`src/rtl/spi_byte_peripheral_pkg.sv`:
```
// Shared types and constants for the SPI byte peripheral.
package spi_byte_peripheral_pkg;

  // Byte shifted out on MISO when no response byte has been queued.
  localparam logic [7:0] SPI_IDLE_BYTE = 8'h00;

  // Transaction state: IDLE while chip select is high, ACTIVE while it is low.
  typedef enum logic {
    IDLE,
    ACTIVE
  } spi_state_t;

endpackage

```
`src/rtl/spi_byte_peripheral_if.sv`:
```
// SPI pin and byte-handshake bundle for spi_byte_peripheral.
// The tx_underrun flag exists only when SPI_TX_UNDERRUN_EN is defined.
interface spi_byte_peripheral_if;

  logic       spi_sck;
  logic       spi_cs_n;
  logic       spi_mosi;
  logic       spi_miso;
  logic       spi_miso_oe;
  logic       spi_rx_valid;
  logic [7:0] spi_rx_byte;
  logic       spi_tx_valid;
  logic [7:0] spi_tx_byte;
  logic       busy;
`ifdef SPI_TX_UNDERRUN_EN
  logic       tx_underrun;
`endif

  // Peripheral side: SPI pins and response strobe in, MISO and received bytes out.
  modport slave (
    input  spi_sck,
    input  spi_cs_n,
    input  spi_mosi,
    input  spi_tx_valid,
    input  spi_tx_byte,
    output spi_miso,
    output spi_miso_oe,
    output spi_rx_valid,
    output spi_rx_byte,
    output busy
`ifdef SPI_TX_UNDERRUN_EN
    , output tx_underrun
`endif
  );

  // Bus-master / system side: the mirror image of the peripheral.
  modport master (
    output spi_sck,
    output spi_cs_n,
    output spi_mosi,
    output spi_tx_valid,
    output spi_tx_byte,
    input  spi_miso,
    input  spi_miso_oe,
    input  spi_rx_valid,
    input  spi_rx_byte,
    input  busy
`ifdef SPI_TX_UNDERRUN_EN
    , input tx_underrun
`endif
  );

endinterface

```
`src/rtl/spi_byte_peripheral_input_sync.sv`:
```
// Multi-flop synchroniser for one asynchronous input bit.
// SYNC_STAGES must be at least 2; RESET_VALUE is the level the chain holds in reset.
module spi_input_sync #(
  parameter int   SYNC_STAGES = 2,
  parameter logic RESET_VALUE = 1'b0
) (
  input  logic clk,
  input  logic rst,
  input  logic d,
  output logic q
);

  logic [SYNC_STAGES-1:0] chain;

  // Shift the asynchronous input through the flop chain.
  // NOTE: sequential state uses non-blocking assignments so every flop samples the pre-edge value.
  always_ff @(posedge clk or posedge rst) begin
    if (rst) chain <= {SYNC_STAGES{RESET_VALUE}};
    else     chain <= {chain[SYNC_STAGES-2:0], d};
  end

  assign q = chain[SYNC_STAGES-1];

endmodule

```
`src/rtl/spi_byte_peripheral.sv`:
```
// SPI mode-0 slave front end: oversamples SCK/CS_n/MOSI in the clk domain,
// assembles MSB-first bytes and serialises queued response bytes onto MISO.
// Optional sticky idle-fill flag under the SPI_TX_UNDERRUN_EN macro.
module spi_byte_peripheral
  import spi_byte_peripheral_pkg::*;
#(
  parameter int         SYNC_STAGES  = 2,
  parameter logic [7:0] IDLE_TX_BYTE = SPI_IDLE_BYTE
) (
  input logic                  clk,
  input logic                  rst,
  spi_byte_peripheral_if.slave bus
);

  // Synchronised pin levels.
  logic sck_s, cs_n_s, mosi_s;

  // Registered copies and edge strobes; the strobes and mosi_q share one vintage.
  logic sck_q, cs_n_q, mosi_q;
  logic sck_rise, sck_fall, cs_fall, cs_rise;

  spi_state_t state, next_state;

  logic [2:0] bit_count;
  logic [7:0] rx_shift;
  logic       byte_done;
  logic       rx_valid;
  logic [7:0] rx_byte;

  logic [7:0] tx_shift;
  logic [7:0] tx_buf;
  logic       tx_pending;

  logic       frame_start, frame_end, bit_rise, bit_fall;
  logic       boundary_load, tx_load;
  logic [7:0] load_byte;

  spi_input_sync #(.SYNC_STAGES(SYNC_STAGES), .RESET_VALUE(1'b0)) u_sync_sck (
    .clk(clk), .rst(rst), .d(bus.spi_sck), .q(sck_s)
  );

  spi_input_sync #(.SYNC_STAGES(SYNC_STAGES), .RESET_VALUE(1'b1)) u_sync_cs_n (
    .clk(clk), .rst(rst), .d(bus.spi_cs_n), .q(cs_n_s)
  );

  spi_input_sync #(.SYNC_STAGES(SYNC_STAGES), .RESET_VALUE(1'b0)) u_sync_mosi (
    .clk(clk), .rst(rst), .d(bus.spi_mosi), .q(mosi_s)
  );

  // Detect edges on the synchronised SCK and CS_n and register them as one-cycle strobes.
  always_ff @(posedge clk or posedge rst) begin
    if (rst) begin
      sck_q    <= 1'b0;
      cs_n_q   <= 1'b1;
      mosi_q   <= 1'b0;
      sck_rise <= 1'b0;
      sck_fall <= 1'b0;
      cs_fall  <= 1'b0;
      cs_rise  <= 1'b0;
    end else begin
      sck_q    <= sck_s;
      cs_n_q   <= cs_n_s;
      mosi_q   <= mosi_s;
      sck_rise <= sck_s & ~sck_q;
      sck_fall <= ~sck_s & sck_q;
      cs_fall  <= ~cs_n_s & cs_n_q;
      cs_rise  <= cs_n_s & ~cs_n_q;
    end
  end

  // Transaction state register.
  always_ff @(posedge clk or posedge rst) begin
    if (rst) state <= IDLE;
    else     state <= next_state;
  end

  // Next-state logic: chip select edges alone move the FSM.
  // NOTE: every always_comb output gets a default first so no path can infer a latch.
  always_comb begin
    next_state = state;
    case (state)
      IDLE:    if (cs_fall) next_state = ACTIVE;
      ACTIVE:  if (cs_rise) next_state = IDLE;
      default: next_state = IDLE;
    endcase
  end

  // SCK edges count only inside a frame, and a CS_n rise in the same cycle wins.
  assign frame_start   = (state == IDLE)   && cs_fall;
  assign frame_end     = (state == ACTIVE) && cs_rise;
  assign bit_rise      = (state == ACTIVE) && !cs_rise && sck_rise;
  assign bit_fall      = (state == ACTIVE) && !cs_rise && sck_fall;
  assign boundary_load = bit_fall && (bit_count == 3'd0);
  assign tx_load       = frame_start || boundary_load;

  // A strobe arriving in the load cycle bypasses the buffer.
  assign load_byte = bus.spi_tx_valid ? bus.spi_tx_byte :
                     tx_pending       ? tx_buf          : IDLE_TX_BYTE;

  // Receive path: shift on SCK rise, deliver the completed byte one cycle later.
  always_ff @(posedge clk or posedge rst) begin
    if (rst) begin
      bit_count <= 3'd0;
      rx_shift  <= 8'h00;
      byte_done <= 1'b0;
      rx_valid  <= 1'b0;
      rx_byte   <= 8'h00;
    end else begin
      byte_done <= 1'b0;
      rx_valid  <= byte_done;
      if (byte_done) rx_byte <= rx_shift;
      if (frame_start || frame_end) begin
        bit_count <= 3'd0;
      end else if (bit_rise) begin
        rx_shift  <= {rx_shift[6:0], mosi_q};
        bit_count <= bit_count + 3'd1;
        byte_done <= (bit_count == 3'd7);
      end
    end
  end

  // Transmit path: reload at byte boundaries, shift on SCK fall, buffer queued responses.
  always_ff @(posedge clk or posedge rst) begin
    if (rst) begin
      tx_shift   <= 8'h00;
      tx_buf     <= 8'h00;
      tx_pending <= 1'b0;
    end else if (tx_load) begin
      tx_shift   <= load_byte;
      tx_pending <= 1'b0;
    end else begin
      if (bit_fall) tx_shift <= {tx_shift[6:0], 1'b0};
      if (bus.spi_tx_valid) begin
        tx_buf     <= bus.spi_tx_byte;
        tx_pending <= 1'b1;
      end
    end
  end

`ifdef SPI_TX_UNDERRUN_EN
  logic tx_underrun;

  // Sticky flag for an in-frame byte-boundary reload that fell back to the idle byte.
  always_ff @(posedge clk or posedge rst) begin
    if (rst)                                                      tx_underrun <= 1'b0;
    else if (frame_start)                                         tx_underrun <= 1'b0;
    else if (boundary_load && !bus.spi_tx_valid && !tx_pending)   tx_underrun <= 1'b1;
  end

  assign bus.tx_underrun = tx_underrun;
`endif

  assign bus.spi_miso     = tx_shift[7];
  assign bus.spi_miso_oe  = ~cs_n_s;
  assign bus.spi_rx_valid = rx_valid;
  assign bus.spi_rx_byte  = rx_byte;
  assign bus.busy         = (state == ACTIVE);

endmodule

```
`src/flat_wrapper.sv`:
```
// flat-port wrapper written by rule: the top's interface ports become plain ports
module spi_byte_peripheral_flat import spi_byte_peripheral_pkg::*;
#(
  parameter int         SYNC_STAGES  = 2,
  parameter logic [7:0] IDLE_TX_BYTE = SPI_IDLE_BYTE
)
  (clk, rst, bus_spi_sck, bus_spi_cs_n, bus_spi_mosi, bus_spi_tx_valid, bus_spi_tx_byte, bus_spi_miso, bus_spi_miso_oe, bus_spi_rx_valid, bus_spi_rx_byte, bus_busy);
  spi_byte_peripheral_if bus_i ();
  input logic clk;
  input logic rst;
  input wire logic [$bits(bus_i.spi_sck)-1:0] bus_spi_sck;
  input wire logic [$bits(bus_i.spi_cs_n)-1:0] bus_spi_cs_n;
  input wire logic [$bits(bus_i.spi_mosi)-1:0] bus_spi_mosi;
  input wire logic [$bits(bus_i.spi_tx_valid)-1:0] bus_spi_tx_valid;
  input wire logic [$bits(bus_i.spi_tx_byte)-1:0] bus_spi_tx_byte;
  output wire logic [$bits(bus_i.spi_miso)-1:0] bus_spi_miso;
  output wire logic [$bits(bus_i.spi_miso_oe)-1:0] bus_spi_miso_oe;
  output wire logic [$bits(bus_i.spi_rx_valid)-1:0] bus_spi_rx_valid;
  output wire logic [$bits(bus_i.spi_rx_byte)-1:0] bus_spi_rx_byte;
  output wire logic [$bits(bus_i.busy)-1:0] bus_busy;
  assign bus_i.spi_sck = bus_spi_sck;
  assign bus_i.spi_cs_n = bus_spi_cs_n;
  assign bus_i.spi_mosi = bus_spi_mosi;
  assign bus_i.spi_tx_valid = bus_spi_tx_valid;
  assign bus_i.spi_tx_byte = bus_spi_tx_byte;
  assign bus_spi_miso = bus_i.spi_miso;
  assign bus_spi_miso_oe = bus_i.spi_miso_oe;
  assign bus_spi_rx_valid = bus_i.spi_rx_valid;
  assign bus_spi_rx_byte = bus_i.spi_rx_byte;
  assign bus_busy = bus_i.busy;
  spi_byte_peripheral #(.SYNC_STAGES(SYNC_STAGES), .IDLE_TX_BYTE(IDLE_TX_BYTE)) u_core (.clk(clk), .rst(rst), .bus(bus_i));
endmodule
```
`config.mk`:
```
export PLATFORM = sky130hd
export DESIGN_NAME = spi_byte_peripheral_flat
export DESIGN_NICKNAME = d
export VERILOG_FILES = /design/src/rtl/spi_byte_peripheral_pkg.sv /design/src/rtl/spi_byte_peripheral_if.sv /design/src/rtl/spi_byte_peripheral_input_sync.sv /design/src/rtl/spi_byte_peripheral.sv /design/src/flat_wrapper.sv
export SDC_FILE = /design/constraint.sdc
export NUM_CORES = 1
export LEC_CHECK = 0
export ABC_CLOCK_PERIOD_IN_PS = 2100
export BUFFER_PORTS_ARGS = -buffer_cell sky130_fd_sc_hd__buf_2
export CORE_MARGIN = 2
export CORE_UTILIZATION = 45
export DETAILED_ROUTE_END_ITERATION = 7
export GPL_TIMING_DRIVEN = 1
export MAX_ROUTING_LAYER = met4
export PLACE_DENSITY = 0.66
export SYNTH_ARGS = -nofsm -noshare
export SYNTH_HDL_FRONTEND = slang
export SYNTH_SLANG_ARGS = --single-unit
```
`constraint.sdc`:
```
create_clock -name clk -period 2.1 [get_ports clk]
set_clock_uncertainty 0.15 [all_clocks]
set_input_delay 0.315 -clock clk [delete_from_list [all_inputs] [get_ports clk]]
set_output_delay 0.315 -clock clk [all_outputs]
set_load 0.02 [all_outputs]
```
# Yosys cells after proc, flatten, opt, wreduce, memory -nomap -nowiden
# Index checks and enable logic that the tools add are counted.
# Widths: inputs -> output; s select.
# classes
add_sub_neg	1
n_eq_ne	1
mux	13
n_bitwise	11
reduce_logical	15
# op_table
op	count
$mux 8	4
$not 1->1	7
$logic_and 1x1->1	6
$mux 1	6
$mux 3	2
$reduce_bool 2->1	3
$and 1x1->1	4
$reduce_and 2->1	2
$add 3x1->3 const B	1
$eq 3x3->1 const B	1
$logic_not 3->1	1
$logic_or 1x1->1	2
$pmux 1 s2	1
$logic_not 1->1	1
# totals
register_bits	52
out_inout_bits	12
wordCells	60

# Depth between registers and ports, before layout
# Gate-level depths: netlist (run 1).
# logic_depth
depth_word	7
ltp_mapped	6

# Hierarchy
# A second synthesis (run 1) with hierarchy kept.
# unflattened
cells_unflattened	148
hier_area_um2	2053.2
# by_module_without_submodules
mod	n_inst	cells_per_inst	area_each_um2
spi_byte_peripheral	1	139	1889.3
spi_input_sync at u_core.u_sync_mosi ...	2	3	53.8
spi_input_sync at u_core.u_sync_cs_n	1	3	56.3

# Least setup slack after synthesis (run 1)
# Ideal clock, no wire load.
# synth_path
kind	reg2reg
start	register u_core.bit_count[0]
end	register u_core.tx_buf[0]
setup_time_ns	0.125
t_arrival_ns	1.428
t_required_ns	1.825
path_slack_ns	0.398
stages_incl_launch_ff	7
cell_sequence	dfrtp_1 inv_1 ha_1 nand2b_1 buf_2 o211ai_4 mux2_2
# synth_via
elab_chain_len	5
# synth_rtl
element	line_no	rtl
start, declared	spi_byte_peripheral.sv:24	logic [2:0] bit_count;
start signal, assigned	spi_byte_peripheral.sv:116	bit_count <= bit_count + 3'd1;
$logic_not 3->1	spi_byte_peripheral.sv:93	assign boundary_load = bit_fall && (bit_count == 3'd0);
$logic_and 1x1->1	spi_byte_peripheral.sv:93	
$logic_or 1x1->1	spi_byte_peripheral.sv:94	assign tx_load = frame_start || boundary_load;
$not 1->1 (no source line)	-	
$reduce_and 2->1 (no source line)	-	
end signal, assigned	spi_byte_peripheral.sv:134	tx_buf <= bus.spi_tx_byte;
end, declared	spi_byte_peripheral.sv:31	logic [7:0] tx_buf;
# No other way between the ends.
# A chain may end at the register's enable or synchronous reset.

# Worst setup path in the final report (run 1)
# layout_path
start	register u_core.bit_count[0]
end	register u_core.tx_buf[6]
# Same word-level chain as after synthesis.

==> metrics, run 1 <==
Port Buf Inserts=25; Initial DRT Pass Iterations=4; Synth top area share=56.8%; Post-CTS Setup Inserts=0; CTS Sinks=52; global-route wire length before repair=6140 um; Ports=26; kind of cell adding the most delay to the critical path=flip-flops; Sw Share=28.5%; post-route DRC violation count=0; asr flop ratio synth=100%; CP Cell Sequence=inv_1, ha_1, nand2b_1, o211ai_4, mux2_2; clock slew at reported path FFs=0.09 ns; hold buffer count at cts=4; setup ws final=0.337 ns; sequential area share after synthesis=60.5%; TritonCTS clock tree=done; H-tree depth=2; Row Count=25; post-synth net total=174; NumNets Final=206; synthesized area=2160 um2; Die ar.=5360 um2; EDFF count, synth=0; slew of the pin with the lowest slew margin=0.481 ns; Yosys cell types=31; # diodes=0; most crowded layer after global routing=met2; placer congestion estimate=0.845; Routed Antenna Nets=0; CP arrival=1.81 ns; final setup fails=0; ranking of synthesized cells by area=dfrtp_1 (57%), mux2_2 (13%), dfstp_2 (3.7%); period utilization=84.0%; status=complete, no violations; CTS max path bufs=2; Max VDD drop=0.531 mV; max-cap violations=0; drt wl/cell=15.4 um; initial DRC count=46; setup slack, reg-to-reg=0.34 ns; CORE AREA=4660 um2; synthesized area per cell=13.7 um2; GRT Overall Usage=15.9%; Vias/cell=5.54; WP buf/inv=1; switching pwr=692 uW; CP required=2.14 ns; CP max stage delay=0.43 ns; clk root buf=clkbuf_8; cell internal pwr=1.73 mW; final setup TNS=0 ns; Hold Crit Class=input port to register; proportion of layout cells with a drive suffix above 1=37.6%; Setup crit end kind=register; met3 GRT Util=5.11%; PD cells=977 nW/um2; vias in the first global route=1335; post_cts resized=0; Peak Freq=0.567 GHz; initial antenna violation count=0; cell taking the most area after synthesis=dfrtp_1; largest net degree at the start of global routing=33; Worst path slowest cell=dfrtp_1; Final Hold Fails=0; Rel. slew slack=67.9%; Most used DFF post-synth=dfrtp_1; Syn. warnings=0; met1 GRT Util=19.3%; TritonCTS buffer count=5; Area Growth Syn to Fin=15.1%; met2 global-route usage=24.0%; cells after synthesis=157; Yosys reg bits=52; crit path time final=1.76 ns; Pleak=1.22 nW; DR vias=1347; Initial Utilization=46.3%; overall routed net length=3740 um; Max FO, Critical Path=8; Overflow after GRT=0; clock power share=24.7%; RSZ-0062 raised after global routing=false; Comb power frac=20.9%; Reg power frac=54.4%; chip height=73.2 um; DP HPWL=2750 um; WS Path Type=register to register; DP Worst Slack=0.351 ns; Max Slew Vio Count=0; Chip Width=73.2 um; commonest cells in the netlist=dfrtp_1 (49), mux2_2 (25); clk_lat worst skew=0.30 ns; crit path launch type=register; most frequent cell after synthesis=dfrtp_1
layout by cell type, fill, tap and decap left out, drive strengths merged, types with 2 or more instances in the layout:
| master | Yosys | routed |
|---|---|---|
| dlygate4sd3 | 0 | 4 |
| o21ai | 3 | 3 |
| clkbuf | 2 | 7 |
| nand3b | 2 | 2 |
| ha | 3 | 3 |
| dfstp | 3 | 3 |
| nand3 | 7 | 7 |
| nor2b | 5 | 5 |
| inv | 4 | 4 |
| a221oi | 7 | 7 |
| mux2 | 25 | 25 |
| mux2i | 2 | 2 |
| nand2 | 6 | 6 |
| and3b | 7 | 7 |
| nor2 | 2 | 2 |
| dfrtp | 49 | 49 |
| o31ai | 7 | 7 |
| nor3 | 7 | 7 |
| buf | 6 | 29 |
| nand2b | 2 | 2 |
layout make-up:
| class | instances | area [um2] |
|---|---|---|
| Fill cell | 384 | 2180 |
| Inverter | 4 | 15.0 |
| Multi-Input combinational cell | 93 | 791 |
| Clock buffer | 7 | 96.3 |
| Tap cell | 54 | 67.6 |
| Sequential cell | 52 | 1310 |
| Timing Repair Buffer | 33 | 208 |
metal layers:
metal  vias up  routed length (um)
met1       682                1640
met2        32                1870
li1        626                   -
met4         0                  78
met3         7                 148
met5         -                   0
metrics by stage:
step / hold slack [ns] / util (%) / cell area (um2) / instances / power [mW]
floorplan: 0.169 / - / 2160 / 157 / 1.69
global placement: 0.181 / 50.3 / 2350 / 232 / 1.79
detailed placement: 0.185 / 50.3 / 2350 / 232 / 1.84
CTS: 0.105 / 53.3 / 2480 / 243 / 2.45
global route: 0.109 / 53.3 / 2480 / 243 / 2.57
finish: 0.111 / 53.3 / 2480 / 243 / 2.43
cells by family after synthesis:
| logic type | share of synthesized area (%) |
|---|---|
| buf+inv | 2.84 |
| mux | 14.0 |
| xor+xnor | 0.406 |
| simple gates | 11.9 |
| flops | 60.5 |
| compound gates | 8.58 |
| fa+ha+maj | 1.74 |
worst paths after layout:
path                                                            from                               endpoint  depth (start not counted)
worst max-delay path                 u_core.bit_count[0]$_DFFE_PP0P_           u_core.tx_buf[6]$_DFFE_PP0P_                          5
max in group asynchronous                                        rst                u_core.cs_n_q$_DFF_PP1_                          4
worst min register to register  u_core.u_sync_sck.chain[0]$_DFF_PP0_   u_core.u_sync_sck.chain[1]$_DFF_PP0_                          0
worst min-delay path                              bus_spi_tx_byte[3]           u_core.tx_buf[3]$_DFFE_PP0P_                          2
worst max register to register       u_core.bit_count[0]$_DFFE_PP0P_           u_core.tx_buf[6]$_DFFE_PP0P_                          5
min in group asynchronous                                        rst  u_core.bus.spi_rx_byte[6]$_DFFE_PP0P_                          3
flip-flops by register name (all words and copies together) (netlist names):
name	cells
u_core.sck_q	1
u_core.tx_shift	8
u_core.byte_done	1
u_core.cs_n_q	1
u_core.bus.spi_rx_valid	1
u_core.sck_fall	1
u_core.bus.busy	1
u_core.mosi_q	1
u_core.cs_rise	1
u_core.tx_buf	8
u_core.u_sync_sck.chain	2
u_core.rx_shift	8
u_core.bus.spi_rx_byte	8
u_core.cs_fall	1
u_core.tx_pending	1
u_core.u_sync_mosi.chain	2
u_core.sck_rise	1
u_core.bit_count	3
u_core.u_sync_cs_n.chain	2
worst reg2reg max path, stage by stage (launching register included):
cell	delay, ns
dfrtp_1	0.43
inv_1	0.07
ha_1	0.18
nand2b_1	0.11
o211ai_4	0.33
mux2_2	0.39
power groups by stage:
| stage | logic [mW] | registers (mW) | clock network, mW |
|---|---|---|---|
| after detailed placement | 0.503 | 1.34 | 0 |
| after CTS | 0.511 | 1.32 | 0.614 |
| final | 0.508 | 1.32 | 0.598 |
| after global placement | 0.472 | 1.32 | 0 |
| after floorplan | 0.376 | 1.31 | 0 |
| after global routing | 0.559 | 1.35 | 0.662 |
No activity file was read; power rests on OpenSTA's default activity.
==> run 2, diff against run 1 <==
--- a/config.mk
+++ b/config.mk
@@ -5,7 +5,7 @@
 export SDC_FILE = /design/constraint.sdc
 export NUM_CORES = 1
 export LEC_CHECK = 0
-export ABC_CLOCK_PERIOD_IN_PS = 2100
+export ABC_CLOCK_PERIOD_IN_PS = 1700
 export BUFFER_PORTS_ARGS = -buffer_cell sky130_fd_sc_hd__buf_2
 export CORE_MARGIN = 2
 export CORE_UTILIZATION = 45
==> constraint.sdc (replaced) <==
create_clock -name clk -period 1.7 [get_ports clk]
set_clock_uncertainty 0.15 [all_clocks]
set_input_delay 0.255 -clock clk [delete_from_list [all_inputs] [get_ports clk]]
set_output_delay 0.255 -clock clk [all_outputs]
set_load 0.02 [all_outputs]
==> run 2 against run 1 <==
  * Hold slack worse by 0.054 ns
  * Wire length is 1.2% lower
  * Power increased by 23%
  * Sequential share of layout area decreased by 1.8 points
  * Cell count is 4.1% higher
  * Die area did not move
==> metrics, run 2 (synthesized netlist as in run 1, its figures left out) <==
Final Non-Filler Cells=253; Finished Cell Area=2570 um2; Initial Utilization=46.3%; Ports=26; chip height=73.2 um; clk root buf=clkbuf_8; proportion of layout cells with a drive suffix above 1=42.7%; crit path time final=1.67 ns; Die ar.=5360 um2; period utilization=98.2%; clk_lat worst skew=0.30 ns; vias in the first global route=1363; CTS max path bufs=2; initial antenna violation count=0; Overflow after GRT=0; CTS Sinks=52; final setup fails=0; slew of the pin with the lowest slew margin=0.374 ns; max-cap violations=0; Hold Crit Class=input port to register; Setup crit end kind=register; Max FO, Critical Path=8; initial DRC count=91; CP required=1.73 ns; drt wl/cell=14.6 um; Max VDD drop=0.537 mV; DR vias=1375; DP HPWL=2790 um; overall routed net length=3700 um; largest net degree at the start of global routing=21; GRT Overall Usage=15.3%; Row Count=25; H-tree depth=2; placed cells=240; Pleak=1.27 nW; Rel. slew slack=75.1%; clock slew at reported path FFs=0.09 ns; setup ws final=0.0307 ns; # diodes=0; CORE AREA=4660 um2; Chip Width=73.2 um; Vias/cell=5.43; Total Power=2.98 mW; Port Buf Inserts=25; WS Path Type=register to register; Initial DRT Pass Iterations=4; Area Growth Syn to Fin=19.1%; leading cell types in the layout, fill and taps excluded=dfrtp_1 (49), buf_2 (25), mux2_2 (24); post-route DRC violation count=0; status=complete, no violations; TritonCTS buffer count=5; TritonCTS clock tree=done; Final Hold Fails=0; CP arrival=1.70 ns; Max Slew Vio Count=0; DP Worst Slack=0.0208 ns; global-route wire length before repair=6100 um; Core Util, Final=55.1%; commonest non-fill, non-tap cell in the layout=dfrtp_1; Routed Antenna Nets=0; PD cells=1160 nW/um2; RSZ-0062 raised after global routing=true; NumNets Final=216; placer congestion estimate=0.819; Peak Freq=0.599 GHz; Placed Area=2410 um2; crit path launch type=register
run 2: cell count changes in the layout (fill, tap and decap cells not counted), sizes merged:
cell	previous run	this run
clkbuf	7	5
clkinvlp	0	1
buf	29	39
clkinv	0	1
run 2: metrics by stage:
| step | TNS [ns] | hold slack, ns |
|---|---|---|
| after floorplan | -0.0181 | 0.109 |
| after global placement | 0 | 0.0881 |
| after detailed placement | 0 | 0.100 |
| after CTS | 0 | 0.0419 |
| after global routing | -0.244 | 0.0464 |
| final | 0 | 0.0564 |
run 2: repair_timing:
action	CTS	global route
hold endpoints to repair	16	0
setup buffers	1	1
hold buffers	4	0
resized for setup	0	5
gates cloned	0	0
pin swaps	1	1
setup endpoints to repair	1	13
run 2: worst paths after layout:
kind | start | to | slack, ns | cells past startpoint
worst max-delay path | u_core.bit_count[1]$_DFFE_PP0P_ | u_core.tx_buf[4]$_DFFE_PP0P_ | 0.03 | 5
worst min-delay path | bus_spi_tx_byte[0] | u_core.tx_buf[0]$_DFFE_PP0P_ | 0.06 | 2
worst max register to register | u_core.bit_count[1]$_DFFE_PP0P_ | u_core.tx_buf[4]$_DFFE_PP0P_ | 0.03 | 5
worst min register to register | u_core.u_sync_mosi.chain[0]$_DFF_PP0_ | u_core.u_sync_mosi.chain[1]$_DFF_PP0_ | 0.20 | 0
max in group asynchronous | rst | u_core.cs_n_q$_DFF_PP1_ | 0.54 | 4
min in group asynchronous | rst | u_core.tx_shift[5]$_DFFE_PP0P_ | 0.31 | 3
run 2: layer usage:
layer,vias to the layer above,wire [um],GRT usage [%]
met3,4,127,4.56
met5,-,0,-
met2,23,1900,24.1
li1,644,-,-
met4,0,30,4.32
met1,704,1640,19.2
run 2: layout make-up:
class,instances,area [um2]
Clock buffer,5,68.8
Clock inverter,2,12.5
Fill cell,395,2090
Inverter,4,15.0
Multi-Input combinational cell,93,817
Timing Repair Buffer,43,283
Sequential cell,52,1310
Tap cell,54,67.6
run 2: where the power goes:
| part | switching [mW] | leakage (nW) | total [mW] | internal (mW) |
|---|---|---|---|---|
| Combinational | 0.340 | 0.571 | 0.709 | 0.370 |
| Clock | 0.379 | 0.0400 | 0.659 | 0.279 |
| Sequential | 0.147 | 0.655 | 1.62 | 1.47 |
| Total | 0.866 | 1.27 | 2.98 | 2.12 |
run 2: critical path, cell delays in order (launching register included):
cell	delay, ns
dfrtp_1	0.40
inv_1	0.06
ha_2	0.19
nand2b_4	0.06
o211ai_4	0.29
mux2_2	0.38
==> run 3, diff against run 2 <==
--- a/config.mk
+++ b/config.mk
@@ -7,12 +7,14 @@
 export LEC_CHECK = 0
 export ABC_CLOCK_PERIOD_IN_PS = 1700
 export BUFFER_PORTS_ARGS = -buffer_cell sky130_fd_sc_hd__buf_2
+export CELL_PAD_IN_SITES_DETAIL_PLACEMENT = 1
+export CELL_PAD_IN_SITES_GLOBAL_PLACEMENT = 2
 export CORE_MARGIN = 2
-export CORE_UTILIZATION = 45
+export CORE_UTILIZATION = 39
 export DETAILED_ROUTE_END_ITERATION = 7
 export GPL_TIMING_DRIVEN = 1
 export MAX_ROUTING_LAYER = met4
-export PLACE_DENSITY = 0.66
+export PLACE_DENSITY = 0.79
 export SYNTH_ARGS = -nofsm -noshare
 export SYNTH_HDL_FRONTEND = slang
 export SYNTH_SLANG_ARGS = --single-unit
==> run 3 against run 2 <==
  * Non-clock buffer count is 2 lower
  * Sequential share of layout area is 0.61 points lower
  * Critical endpoint is now u_core.tx_buf[3]$_DFFE_PP0P_
  * Clock power is 11% higher
==> metrics, run 3 (synthesized netlist as in run 1, its figures left out) <==
Ports=26; CTS Sinks=52; final setup fails=0; initial antenna violation count=0; global-route wire length before repair=6980 um; Routed Antenna Nets=0; Max FO, Critical Path=8; RSZ-0062 raised after global routing=false; Initial Utilization=39.7%; CP max stage delay=0.39 ns; DP HPWL=2980 um; H-tree depth=2; TritonCTS clock tree=done; placer congestion estimate=0.744; Setup crit end kind=register; crit path time final=1.64 ns; Pleak=1.26 nW; Worst path slowest cell=dfrtp_1; drt wl/cell=15.0 um; Overflow after GRT=0; vias in the first global route=1513; Row Count=27; Peak Freq=0.611 GHz; Area Growth Syn to Fin=20.5%; Chip Width=78.4 um; TritonCTS buffer count=5; Final Hold Fails=0; switching pwr=904 uW; commonest non-fill, non-tap cell in the layout=dfrtp_1; Die ar.=6140 um2; DR vias=1378; # diodes=0; Filler cells=588; proportion of layout cells with a drive suffix above 1=42.4%; Hold Crit Class=input port to register; cell internal pwr=2.17 mW; slew of the pin with the lowest slew margin=0.405 ns; period utilization=96.3%; GRT Overall Usage=15.1%; Max VDD drop=0.602 mV; initial DRC count=40; Initial DRT Pass Iterations=4; chip height=78.4 um; status=complete, no violations; CP Cell Sequence=inv_1, ha_4, nand2b_4, o211ai_4, buf_12, mux2_2; Comb power frac=23.6%; post-route DRC violation count=0; CP arrival=1.68 ns; crit path launch type=register; Rel. slew slack=73.0%; Vias/cell=5.10; placed cells=257; overall routed net length=4050 um; largest net degree at the start of global routing=35; CORE AREA=5440 um2; Port Buf Inserts=25; max-cap violations=0; NumNets Final=214; Worst Hold Slack=0.0452 ns; WS Path Type=register to register; clock slew at reported path FFs=0.09 ns; Final Non-Filler Cells=270; clock power share=23.7%; Max Slew Vio Count=0; PD cells=1180 nW/um2; clk root buf=clkbuf_8; clk_lat worst skew=0.30 ns; Reg power frac=52.7%; CP required=1.75 ns; Sw Share=29.4%; CTS max path bufs=2; leading cell types in the layout, fill and taps excluded=dfrtp_1 (49), buf_2 (25), mux2_2 (23)
-- run 3: cell types whose count changed in the layout (fill, tap and decap cells not counted), sizes merged --
cell and change:
buf -2, clkbuf +1, clkinv -1, clkinvlp +1
-- run 3: path summary, 6_finish.rpt --
path / cells after the start / slack (ns) / startpoint / end
setup / recovery: 6 / 0.06 / u_core.bit_count[0]$_DFFE_PP0P_ / u_core.tx_buf[3]$_DFFE_PP0P_
min in group asynchronous: 4 / 0.37 / rst / u_core.tx_shift[3]$_DFFE_PP0P_
setup reg to reg: 6 / 0.06 / u_core.bit_count[0]$_DFFE_PP0P_ / u_core.tx_buf[3]$_DFFE_PP0P_
hold reg to reg: 0 / 0.21 / u_core.u_sync_mosi.chain[0]$_DFF_PP0_ / u_core.u_sync_mosi.chain[1]$_DFF_PP0_
max in group asynchronous: 4 / 0.63 / rst / u_core.u_sync_cs_n.chain[0]$_DFF_PP1_
hold / removal: 2 / 0.05 / bus_spi_tx_byte[7] / u_core.tx_buf[7]$_DFFE_PP0P_
-- run 3: power by group through the flow --
stage | Clock, mW | Combinational (mW) | Sequential (mW)
final | 0.729 | 0.727 | 1.62
after global routing | 0.819 | 0.809 | 1.66
after CTS | 0.761 | 0.686 | 1.62
after detailed placement | 0 | 0.676 | 1.65
after global placement | 0 | 0.636 | 1.63
after floorplan | 0 | 0.464 | 1.62
-- run 3: metrics by stage --
stage	cell area, um2	power, mW	TNS [ns]	utilization, %	setup slack (ns)
after global routing	2600	3.29	0	47.8	0.00513
after detailed placement	2410	2.32	0	44.3	0.0271
after floorplan	2160	2.08	-0.0181	-	-0.00226
after global placement	2410	2.26	0	44.3	0.0785
final	2600	3.08	0	47.8	0.0622
after CTS	2550	3.07	0	46.8	0.0100
-- run 3: metal layers --
metal / up-vias / GRT usage, % / share of wire (%)
li1: 642 / - / -
met1: 707 / 17.6 / 43
met2: 22 / 25.0 / 52
met3: 7 / 3.45 / 2.9
met4: 0 / 6.67 / 1.8
met5: - / - / 0
-- run 3: cell type report --
class | instances | area, um2 | area share, %
Sequential cell | 52 | 1310 | 50.2
Multi-Input combinational cell | 93 | 825 | 31.7
Timing Repair Buffer | 41 | 268 | 10.3
Tap cell | 72 | 90.1 | 3.46
Clock buffer | 6 | 82.6 | 3.18
Clock inverter | 2 | 15.0 | 0.577
Inverter | 4 | 15.0 | 0.577
-- run 3: critical path: cells and delay by family (launching register included) --
family | cells | cell delay [ns]
AND/OR/NAND/NOR | 1 | 0.06
flip-flops | 1 | 0.39
multiplexers | 1 | 0.34
AO/OA/AOI/OAI | 1 | 0.20
adder cells (fa/ha/maj) | 1 | 0.15
buffers and inverters | 2 | 0.25
-- run 3: timing repair --
item,CTS,global route
setup endpoints to repair,0,15
setup buffers,0,1
gates resized for setup,0,7
hold buffers,4,0
endpoints found under the hold margin,52,0
